`src/rtl/reg_share_arbiter_pkg.sv`:
```
// Shared definitions for the register-sharing round-robin arbiter.
// The grant-hold feature in the top is enabled by the REGARB_LOCK_EN macro.
package reg_share_pkg;

  localparam int DEF_N  = 4;
  localparam int DEF_W  = 2;
  localparam int DEF_CW = 8;
  localparam int IDW    = $clog2(DEF_N);

  // Index is sized for the largest supported requester count (8).
  typedef struct packed {
    logic       vld;
    logic [2:0] idx;
  } pick_t;

  // Scan from ptr+1 upward with wraparound; the first active request wins.
  function automatic pick_t rr_pick(input logic [7:0] req, input logic [2:0] ptr, input int n);
    pick_t p;
    int    j;
    p = '0;
    for (int k = 1; k <= 8; k++) begin
      if (k <= n && !p.vld) begin
        j = (int'(ptr) + k) % n;
        if (req[j]) begin
          p.vld = 1'b1;
          p.idx = j[2:0];
        end
      end
    end
    return p;
  endfunction

endpackage

```
`src/rtl/reg_share_arbiter_if.sv`:
```
// Requester-side bus of the shared register arbiter.
// The LOCK signal exists only when REGARB_LOCK_EN is defined.
interface reg_share_arbiter_if
  import reg_share_pkg::*;
#(
  parameter int N  = DEF_N,
  parameter int W  = DEF_W,
  parameter int CW = DEF_CW
) ();

  localparam int IDW_L = $clog2(N);

  logic [N-1:0]     REQ;
  logic [N*W-1:0]   DATA;
`ifdef REGARB_LOCK_EN
  logic [N-1:0]     LOCK;
`endif
  logic [N-1:0]     GNT;
  logic [W-1:0]     O;
  logic             WR_PULSE;
  logic [IDW_L-1:0] LAST_ID;
  logic [CW-1:0]    WR_COUNT;

`ifdef REGARB_LOCK_EN
  modport master (
    output REQ, DATA, LOCK,
    input  GNT, O, WR_PULSE, LAST_ID, WR_COUNT
  );
  modport slave (
    input  REQ, DATA, LOCK,
    output GNT, O, WR_PULSE, LAST_ID, WR_COUNT
  );
`else
  modport master (
    output REQ, DATA,
    input  GNT, O, WR_PULSE, LAST_ID, WR_COUNT
  );
  modport slave (
    input  REQ, DATA,
    output GNT, O, WR_PULSE, LAST_ID, WR_COUNT
  );
`endif

endinterface

```
`src/rtl/reg_share_arbiter_reg_word.sv`:
```
// W-bit shared storage word: plain D flip-flops with write enable
// and asynchronous active-high clear.
module reg_word #(
  parameter int W = 2
) (
  input  logic         i_clk,
  input  logic         i_rst,
  input  logic         i_we,
  input  logic [W-1:0] i_d,
  output logic [W-1:0] o_q
);

  logic [W-1:0] r_q;

  always_ff @(posedge i_clk or posedge i_rst) begin
    if (i_rst) begin
      r_q <= '0;
    end else if (i_we) begin
      r_q <= i_d;
    end
  end

  assign o_q = r_q;

endmodule

```
`src/rtl/reg_share_arbiter.sv`:
```
// Round-robin arbiter granting one requester per cycle write access to a shared
// register; optional grant hold (atomic bursts) with REGARB_LOCK_EN.
module reg_share_arbiter
  import reg_share_pkg::*;
#(
  parameter int N  = DEF_N,
  parameter int W  = DEF_W,
  parameter int CW = DEF_CW
) (
  input logic                 CLK,
  input logic                 RESET,
  reg_share_arbiter_if.slave  bus
);

  localparam int IDW_L = $clog2(N);

  logic [IDW_L-1:0] r_ptr;
  logic [IDW_L-1:0] r_last_id;
  logic             r_wr_pulse;
  logic [CW-1:0]    r_wr_count;

  pick_t            w_pick;
  logic             w_hold;
  logic             w_gvld;
  logic [2:0]       w_gidx;
  logic [W-1:0]     w_wdata;
  logic [W-1:0]     w_o;

  function automatic logic [CW-1:0] sat_inc(input logic [CW-1:0] v);
    return (&v) ? v : v + 1'b1;
  endfunction

  assign w_pick = rr_pick(8'(bus.REQ), 3'(r_ptr), N);

  // A locked last writer keeps the register regardless of rotation.
`ifdef REGARB_LOCK_EN
  assign w_hold = bus.REQ[r_last_id] & bus.LOCK[r_last_id];
`else
  assign w_hold = 1'b0;
`endif

  assign w_gvld  = w_hold | w_pick.vld;
  assign w_gidx  = w_hold ? 3'(r_last_id) : w_pick.idx;
  // Only the granted slice is selected, so X on other requesters never reaches O.
  assign w_wdata = bus.DATA[w_gidx*W +: W];

  assign bus.GNT = w_gvld ? (N'(1) << w_gidx) : '0;

  always_ff @(posedge CLK or posedge RESET) begin
    if (RESET) begin
      r_ptr      <= IDW_L'(N - 1);
      r_last_id  <= '0;
      r_wr_pulse <= 1'b0;
      r_wr_count <= '0;
    end else begin
      r_wr_pulse <= w_gvld;
      if (w_gvld) begin
        r_ptr      <= IDW_L'(w_gidx);
        r_last_id  <= IDW_L'(w_gidx);
        r_wr_count <= sat_inc(r_wr_count);
      end
    end
  end

  reg_word #(.W(W)) u_word (
    .i_clk (CLK),
    .i_rst (RESET),
    .i_we  (w_gvld),
    .i_d   (w_wdata),
    .o_q   (w_o)
  );

  assign bus.O        = w_o;
  assign bus.WR_PULSE = r_wr_pulse;
  assign bus.LAST_ID  = r_last_id;
  assign bus.WR_COUNT = r_wr_count;

endmodule

```
`src/flat_wrapper.sv`:
```
// flat-port wrapper written by rule: the top's interface ports become plain ports
module reg_share_arbiter_flat import reg_share_pkg::*;
#(
  parameter int N  = DEF_N,
  parameter int W  = DEF_W,
  parameter int CW = DEF_CW
)
  (CLK, RESET, bus_REQ, bus_DATA, bus_GNT, bus_O, bus_WR_PULSE, bus_LAST_ID, bus_WR_COUNT);
  reg_share_arbiter_if #(.N(N), .W(W), .CW(CW)) bus_i ();
  input logic CLK;
  input logic RESET;
  input wire logic [$bits(bus_i.REQ)-1:0] bus_REQ;
  input wire logic [$bits(bus_i.DATA)-1:0] bus_DATA;
  output wire logic [$bits(bus_i.GNT)-1:0] bus_GNT;
  output wire logic [$bits(bus_i.O)-1:0] bus_O;
  output wire logic [$bits(bus_i.WR_PULSE)-1:0] bus_WR_PULSE;
  output wire logic [$bits(bus_i.LAST_ID)-1:0] bus_LAST_ID;
  output wire logic [$bits(bus_i.WR_COUNT)-1:0] bus_WR_COUNT;
  assign bus_i.REQ = bus_REQ;
  assign bus_i.DATA = bus_DATA;
  assign bus_GNT = bus_i.GNT;
  assign bus_O = bus_i.O;
  assign bus_WR_PULSE = bus_i.WR_PULSE;
  assign bus_LAST_ID = bus_i.LAST_ID;
  assign bus_WR_COUNT = bus_i.WR_COUNT;
  reg_share_arbiter #(.N(N), .W(W), .CW(CW)) u_core (.CLK(CLK), .RESET(RESET), .bus(bus_i));
endmodule
```
`config.mk`:
```
export PLATFORM = sky130hd
export DESIGN_NAME = reg_share_arbiter_flat
export DESIGN_NICKNAME = d
export VERILOG_FILES = /design/src/rtl/reg_share_arbiter_pkg.sv /design/src/rtl/reg_share_arbiter_if.sv /design/src/rtl/reg_share_arbiter_reg_word.sv /design/src/rtl/reg_share_arbiter.sv /design/src/flat_wrapper.sv
export SDC_FILE = /design/constraint.sdc
export NUM_CORES = 1
export LEC_CHECK = 0
export BUFFER_PORTS_ARGS = -buffer_cell sky130_fd_sc_hd__buf_2
export CAP_MARGIN = 0
export CORE_MARGIN = 2
export CORE_UTILIZATION = 47
export DETAILED_ROUTE_END_ITERATION = 8
export PLACE_DENSITY = 0.76
export SYNTH_ARGS = -nofsm -noshare
export SYNTH_HDL_FRONTEND = slang
export SYNTH_HIERARCHICAL = 1
export SYNTH_SLANG_ARGS = --single-unit
```
`constraint.sdc`:
```
create_clock -name CLK -period 2.4 [get_ports CLK]
set_input_delay 0.36 -clock CLK [delete_from_list [all_inputs] [get_ports CLK]]
set_output_delay 0.36 -clock CLK [all_outputs]
set_load 0.05 [all_outputs]
```
== Word level (Yosys, flattened, before mapping) ==
Index checks and enable logic that the tools add are counted.

* Register bits: 15
* Logic and storage cells: 47
* Bits of input ports: 14

* Reduce and logical (&&, ||, !) cells: 6
* Muxes and demuxes: 20
* Bitwise logic cells: 5
* Shifts and indexed selects: 2
* $lt $le $gt $ge: 4
* Add/sub/neg operators: 5

{| class="wikitable"
|+ Operators with widths
! cell !! count
|-
| 2-to-1 mux 4 bit || 8
|-
| less-than comparator 3 x 5 -> 1 bit, second input constant || 4
|-
| binary-select mux 1 bit (select 3 bit) || 4
|-
| adder 8 x 1 -> 8 bit, second input constant || 1
|-
| 2-to-1 mux 1 bit || 8
|-
| AND reduction 8 bit || 1
|-
| OR reduction 2 bit || 4
|-
| indexed part select 8 x 5 -> 2 bit || 1
|-
| adder 2 x 1 -> 2 bit, second input constant || 2
|-
| adder 2 bit, second input constant || 2
|-
| AND 1 bit, first input constant || 4
|-
| left shift 1 x 3 -> 4 bit, first input constant || 1
|-
| AND reduction 2 bit || 1
|-
| inverter 1 bit || 1
|}

== Logic depth before layout (Yosys ltp) ==
Gate-level depths: netlist of the first run.

* Word-level depth: 15
* Depth in mapped cells: 7

== By module ==
Netlist of the first run, hierarchy kept.

{| class="wikitable"
|+ Modules (own cells, without submodules)
! module !! cells an instance !! instances !! area each (µm²)
|-
| reg_share_arbiter || 73 || 1 || 780.7
|-
| reg_word || 5 || 1 || 76.3
|}

== Least setup slack after synthesis of the first run ==
OpenSTA, ideal clock, no wires.

* Path kind: reg2out
* Start: register u_core.r_ptr[1]
* End: output bus_GNT[0]
* Data required time: 2.040 ns
* Path slack: 0.139 ns
* Arrival: 1.901 ns
* Buffers on the path: 2
* Stages on the path, launching flop included: 7
* Cells stage by stage: dfstp_2 > buf_6 > mux2i_1 > o2bb2ai_1 > o21ba_2 > buf_2 > nor3b_2

* Longest elaborated chain between the ends: 15
* Elaborated cells between the ends (all ways): 33
* Classes of those cells: add/sub: 4; shift: 1; mux: 20; bitwise: 4; reduce/logical: 4

{| class="wikitable"
|+ Ends and longest elaborated chain
! element !! line !! source
|-
| start, declared || reg_share_arbiter.sv:17 || <nowiki>logic [IDW_L-1:0] r_ptr;</nowiki>
|-
| start signal, assigned || reg_share_arbiter.sv:51 || <nowiki>r_ptr <= IDW_L'(N - 1);</nowiki>
|-
| start signal, assigned || reg_share_arbiter.sv:58 || <nowiki>r_ptr <= IDW_L'(w_gidx);</nowiki>
|-
| adder 2 x 1 -> 2 bit || reg_share_arbiter_pkg.sv:23 || <nowiki>j = (int'(ptr) + k) % n;</nowiki>
|-
| OR reduction 2 bit (no line) || - ||
|-
| AND 1 bit (no line) || - ||
|-
| binary-select mux 1 bit (select 3 bit) || reg_share_arbiter_pkg.sv:24 || <nowiki>if (req[j]) begin</nowiki>
|-
| 2-to-1 mux 1 bit (not written as such) (2 in series) || reg_share_arbiter_pkg.sv:24 ||
|-
| 2-to-1 mux 4 bit (2 in series) || reg_share_arbiter_pkg.sv:24 ||
|-
| 2-to-1 mux 4 bit || reg_share_arbiter_pkg.sv:22 || <nowiki>if (k <= n && !p.vld) begin</nowiki>
|-
| 2-to-1 mux 4 bit || reg_share_arbiter_pkg.sv:24 ||
|-
| 2-to-1 mux 4 bit || reg_share_arbiter_pkg.sv:22 ||
|-
| 2-to-1 mux 4 bit || reg_share_arbiter_pkg.sv:24 ||
|-
| 2-to-1 mux 4 bit * || reg_share_arbiter_pkg.sv:22 ||
|-
| left shift 1 x 3 -> 4 bit || reg_share_arbiter.sv:47 || <nowiki>assign bus.GNT = w_gvld ? (N'(1) << w_gidx) : '0;</nowiki>
|-
| 2-to-1 mux 4 bit * || reg_share_arbiter.sv:47 ||
|-
| end, declared || flat_wrapper.sv:14 || <nowiki>output wire logic [$bits(bus_i.GNT)-1:0] bus_GNT;</nowiki>
|}

Every way passes the cells marked *; elsewhere a longest branch is shown, timed or not. The select of a mux whose other input is x is not followed.

== Final worst setup path of the first run ==
Ends and elaborated chain as after synthesis.

==> flow_summary.json, run 1 <==
{
  "status": "complete, no violations",
  "power.total_mw": 1.64,
  "ctsRootBufferMaster": "clkbuf_4",
  "crit_type": "reg -> out",
  "synth_common_cells": "13 x dfrtp_1, 7 x mux2i_1, 7 x nand2_1",
  "antenna_left": 0,
  "die_w_um": 46.7,
  "grt_pass1_vias": 660,
  "core_um2": 1730,
  "drc_errors": 0,
  "numCtsBuffers": 3,
  "insertion_delay_ns": 0.29,
  "cap_violations": 0,
  "worstReg2RegEnd": "u_core/u_word/o_q[0]",
  "reg2reg_depth": 5,
  "hpwl_um": 1320,
  "final_nets": 127,
  "finClkSkew_ns": 0.0144,
  "cp_max_fo": 7,
  "holdPathStages": 2,
  "arrival_ns": 1.92,
  "syn2layout_area_growth_pct": 24.7,
  "hold_start": "bus_REQ[2]",
  "fp.dieH_um": 46.7,
  "ys.flop_type": "dfrtp_1",
  "antenna_found_initial": 0,
  "ys_warn_count": 6,
  "first_iter_violations": 7,
  "gp_congestion": 0.814,
  "cp.required_ns": 2.04,
  "yosys.cell_types.count": 35,
  "die_area_um2": 2180,
  "synth_edf_count": 0,
  "rsz0062_at_grt": "false",
  "ys_ff_latch": 15,
  "synth_top_area_cell": "dfrtp_1",
  "io_buffer_count": 30,
  "holdPathEnd": "u_core/r_ptr[0]",
  "worstReg2RegStart": "u_core/r_ptr[1]",
  "seq_area_frac_synth": 0.441,
  "grtUsageTotal": 0.183,
  "hold_viol": 0,
  "clk_pin_slew_ns": 0.10,
  "first_pass_iters": 5,
  "grt_max_degree": 14,
  "synth_top_area_frac": 0.380,
  "wl_per_cell_um": 12.4,
  "power_density_nw_per_um2": 1540,
  "h-tree-depth": 1,
  "num_rows": 15,
  "power_leakage_nw": 0.511,
  "min_period_ns": 2.28,
  "layout-drive-gt1-share": 0.450,
  "vias_per_cell": 5.15,
  "tritoncts": "built",
  "slew_headroom": 0.685,
  "grt_pass1_wl_um": 2730,
  "min_path_type": "in -> reg",
  "vias": 700,
  "diodes": 0,
  "clockBufferDepth": 2,
  "gr-total-overflow": 0,
  "post_cts_buffers": 0,
  "synthesis.area_um2": 857,
  "fin_crit_sh": 0.949,
  "async_flop_share": 1.00,
  "synth.most_common_cell": "dfrtp_1",
  "vdd_drop_max_mv": 0.849,
  "timing.fmax_mhz": 439,
  "boundaryPins": 31,
  "routed_wl_um": 1680,
  "crit_path_start_kind": "flop",
  "num-fill-cells": 158,
  "end_kind": "primary output",
  "post_synth.cell_area_avg_um2": 11.0,
  "syn_inst": 78,
  "clock-sinks": 15,
  "finalSetupViolations": 0,
  "regToRegSetupSlack_ns": 0.59,
  "synth.area.top_cells": "dfrtp_1 38%, mux2i_1 8.2%, dfstp_2 6.1%",
  "start_util": 0.496,
  "setup-tns-final_ns": 0,
  "postSynthNetCount": 93,
  "slew_viol_final": 0,
  "worst_slew_pin_slew_ns": 0.472
}
worst max-delay path, cell delays in order (launching register included):
cell and delay (ns):
dfstp_2 0.61, mux2i_1 0.21, o2bb2ai_1 0.11, o21ba_4 0.28, nor3b_2 0.16, clkbuf_4 0.25
flip-flops by register name, indices dropped and copies added (netlist names):
name                 cells
u_core/bus.WR_COUNT      8
u_core/bus.WR_PULSE      1
u_core/u_word/o_q        2
u_core/r_ptr             2
u_core/bus.LAST_ID       2
through the flow:
stage          worst slack, ns  cell area [um2]  std cells   util  hold WS, ns
2_1_floorplan            0.139              857         78      -        0.101
5_1_grt                 0.0488             1070        136  0.619        0.354
6_report                 0.121             1070        136  0.619        0.341
4_1_cts                 0.0616             1060        136  0.614        0.325
3_3_place_gp             0.447             1020        131  0.592        0.219
3_5_place_dp             0.380             1020        131  0.592        0.224
power by group:
group | total (mW) | leakage [nW] | switching (mW) | internal [mW]
combinational | 0.997 | 0.325 | 0.688 | 0.310
clock | 0.146 | 0.0177 | 0.0840 | 0.0618
sequential | 0.499 | 0.169 | 0.117 | 0.382
total | 1.64 | 0.511 | 0.889 | 0.753
logic make-up (layout without fill, tap and decap cells):
kind of cell,count (synthesis),after routing,share of synthesized area
compound gates,12,12,0.124
mux,11,11,0.134
buf+inv,8,41,0.0452
flops,15,15,0.441
xor+xnor,5,5,0.0511
simple gates,26,26,0.190
fa+ha+maj,1,1,0.0146
layout by cell type, fill, tap and decap left out:
cell	n
a21o_1	1
a21o_2	1
a21oi_1	3
a22oi_1	1
a31oi_4	1
and2_2	1
and3_2	1
buf_2	29
clkbuf_4	4
clkinv_2	1
dfrtp_1	13
dfstp_2	2
dlygate4sd3_1	1
ha_1	1
inv_1	5
inv_2	1
mux2_2	4
mux2i_1	7
nand2_1	7
nand2b_1	1
nand3_1	1
nand3b_2	1
nand4_1	2
nor2_1	5
nor2b_1	2
nor3_1	1
nor3b_1	1
nor3b_2	1
nor4_4	1
nor4b_1	1
o2111a_1	1
o21ai_2	1
o21ba_4	1
o21bai_1	1
o2bb2ai_1	1
xnor2_1	3
xor2_1	2
timing repair:
action	4_1_cts	5_1_grt
hold endpoints to repair	2	0
endpoints found under the setup margin	0	2
resized for setup	0	2
hold buffers	1	0
layout make-up:
class	instances	area, um2	share of cell area
well taps	25	31.3	0.0293
clock buffers	3	22.5	0.0211
flip-flops and latches	15	378	0.354
inverters	6	22.5	0.0211
multi-input cells	55	447	0.418
repair buffers	31	163	0.152
clock inverters	1	5.00	0.00468
how the worst max path moves through the flow:
stage / from / end / slack, ns / depth (start not counted)
after floorplan: u_core/r_ptr[1] / bus_GNT[0] / 0.14 / 6
after CTS: u_core/r_ptr[1] / bus_GNT[0] / 0.06 / 5
after global routing: u_core/r_ptr[1] / bus_GNT[0] / 0.05 / 5
after detailed placement: u_core/r_ptr[1] / bus_GNT[0] / 0.38 / 5
after global placement: u_core/r_ptr[1] / bus_GNT[0] / 0.45 / 5
final: u_core/r_ptr[1] / bus_GNT[0] / 0.12 / 5
routing by layer:
layer	up-vias	wire [um]	GRT usage
li1	342	-	-
met1	338	711	0.209
met2	16	894	0.319
met3	4	52	0.0353
met4	0	24	0.100
met5	-	0	0
Note: power is estimated with default switching activity, not from simulation.
==> run 2: changes to the inputs <==
--- a/config.mk
+++ b/config.mk
@@ -12,3 +12,3 @@
 export DETAILED_ROUTE_END_ITERATION = 8
-export PLACE_DENSITY = 0.76
+export PLACE_DENSITY = 0.79
 export SYNTH_ARGS = -nofsm -noshare
==> constraint.sdc (replaced) <==
create_clock -name CLK -period 2.4 [get_ports CLK]
set_input_delay 0.24 -clock CLK [delete_from_list [all_inputs] [get_ports CLK]]
set_output_delay 0.24 -clock CLK [all_outputs]
set_load 0.05 [all_outputs]
==> flow_summary.json, run 2 (same netlist as run 1, synthesis figures left out) <==
{
  "arrival_ns": 1.94,
  "boundaryPins": 31,
  "final_nets": 127,
  "hold_viol": 0,
  "vias_per_cell": 4.97,
  "cp.required_ns": 2.16,
  "hpwl_um": 1350,
  "combPwrFrac": 0.608,
  "tritoncts": "built",
  "clockBufferDepth": 2,
  "clk_pin_slew_ns": 0.08,
  "end_kind": "primary output",
  "timing.fmax_mhz": 460,
  "power_leakage_nw": 0.506,
  "p_sw_mw": 0.868,
  "slew_headroom": 0.688,
  "crit_type": "reg -> out",
  "finalSetupViolations": 0,
  "power_density_nw_per_um2": 1520,
  "finClkSkew_ns": 0.00184,
  "min_path_type": "in -> reg",
  "power_frac_seq": 0.310,
  "wl_per_cell_um": 12.1,
  "reg2reg_depth": 5,
  "core_um2": 1730,
  "num_rows": 15,
  "vdd_drop_max_mv": 1.07,
  "grtUsageTotal": 0.172,
  "mostFrequentLayoutCells": "30 x buf_2, 13 x dfrtp_1, 7 x nand2_1, 7 x mux2i_1",
  "h-tree-depth": 1,
  "insertion_delay_ns": 0.26,
  "num-fill-cells": 163,
  "setup-tns-final_ns": 0,
  "antenna_found_initial": 0,
  "gr-total-overflow": 0,
  "cap_violations": 0,
  "start_util": 0.496,
  "final_common_cell": "buf_2",
  "status": "complete, no violations",
  "holdPathStages": 2,
  "fp.dieH_um": 46.7,
  "grt_max_degree": 14,
  "routed_wl_um": 1650,
  "fin_util": 0.613,
  "die_w_um": 46.7,
  "gp_congestion": 0.726,
  "grt_pass1_vias": 646,
  "p_int_mw": 0.745,
  "syn2layout_area_growth_pct": 23.5,
  "drc_errors": 0,
  "first_pass_iters": 4,
  "grt_pass1_wl_um": 2670,
  "clock-sinks": 15,
  "worst_slew_pin_slew_ns": 0.467,
  "die_area_um2": 2180,
  "crit_path_start_kind": "flop",
  "rsz0062_at_grt": "false",
  "layout-drive-gt1-share": 0.441,
  "ctsResizeCount": 0,
  "largest_register_ffs": 8,
  "diodes": 0,
  "vias": 676,
  "slew_viol_final": 0,
  "cp_max_fo": 7,
  "antenna_left": 0,
  "numCtsBuffers": 3,
  "fin_crit_sh": 0.907,
  "switching_share": 0.538,
  "first_iter_violations": 8,
  "io_buffer_count": 30,
  "clockPowerShare": 0.082,
  "ctsRootBufferMaster": "clkbuf_4",
  "min_period_ns": 2.18
}
-- run 2: changes by cell type in the layout (fill, tap and decap cells not counted) --
cell,before,now
clkinv_2,1,0
o21ba_2,0,1
clkbuf_4,4,3
clkbuf_1,0,1
buf_2,29,30
o21ba_4,1,0
-- run 2: final timing paths --
check                      slack (ns)                   from                    end
max                              0.22        u_core/r_ptr[1]             bus_GNT[0]
min                              0.23             bus_REQ[2]        u_core/r_ptr[0]
max reg2reg                      0.64        u_core/r_ptr[1]   u_core/u_word/o_q[0]
min reg2reg                      0.50  u_core/bus.LAST_ID[0]  u_core/bus.LAST_ID[0]
max in group asynchronous        1.52                  RESET        u_core/r_ptr[1]
min in group asynchronous        0.36                  RESET   u_core/u_word/o_q[1]
-- run 2: cell type report --
class | count | area, um2 | area share
sequential | 15 | 378 | 0.357
multi-input combinational | 55 | 440 | 0.416
tap | 25 | 31.3 | 0.0296
timing repair buffer | 31 | 160 | 0.151
inverter | 6 | 22.5 | 0.0213
clock buffer | 4 | 26.3 | 0.0248
-- run 2: power by group through the flow --
stage	Clock [mW]	Combinational (mW)	Sequential [mW]
floorplan	0	0.479	0.815
global placement	0	0.968	0.497
CTS	0.138	0.990	0.500
detailed placement	0	0.988	0.504
finish	0.132	0.980	0.500
global route	0.151	1.03	0.517
-- run 2: routing by layer --
layer  share of wire  GRT usage
met5               0          0
met4               0     0.0500
met3           0.052     0.0353
met2            0.53      0.322
met1            0.42      0.195
-- run 2: critical path, cell delays in order, from the launching register on --
cell and delay (ns):
dfstp_2 0.60, mux2i_1 0.19, o2bb2ai_1 0.10, o21ba_2 0.31, nor3b_2 0.18, buf_2 0.28
-- run 2: timing repair --
action | in CTS | in global routing
hold buffers | 1 | 0
endpoints found under the hold margin | 5 | 0
buffers inserted | 0 | 0
endpoints found under the setup margin | 0 | 0
-- run 2: metrics by stage --
stage                     setup slack, ns  power [mW]  hold WS [ns]  instance area (um2)  std cells
after global placement              0.565        1.47        0.0987                 1020        131
after floorplan                     0.259        1.29       -0.0188                  857         78
after global routing                0.114        1.70         0.231                 1060        136
after detailed placement            0.499        1.49         0.104                 1020        131
after CTS                           0.198        1.63         0.230                 1060        136
final                               0.224        1.61         0.233                 1060        136
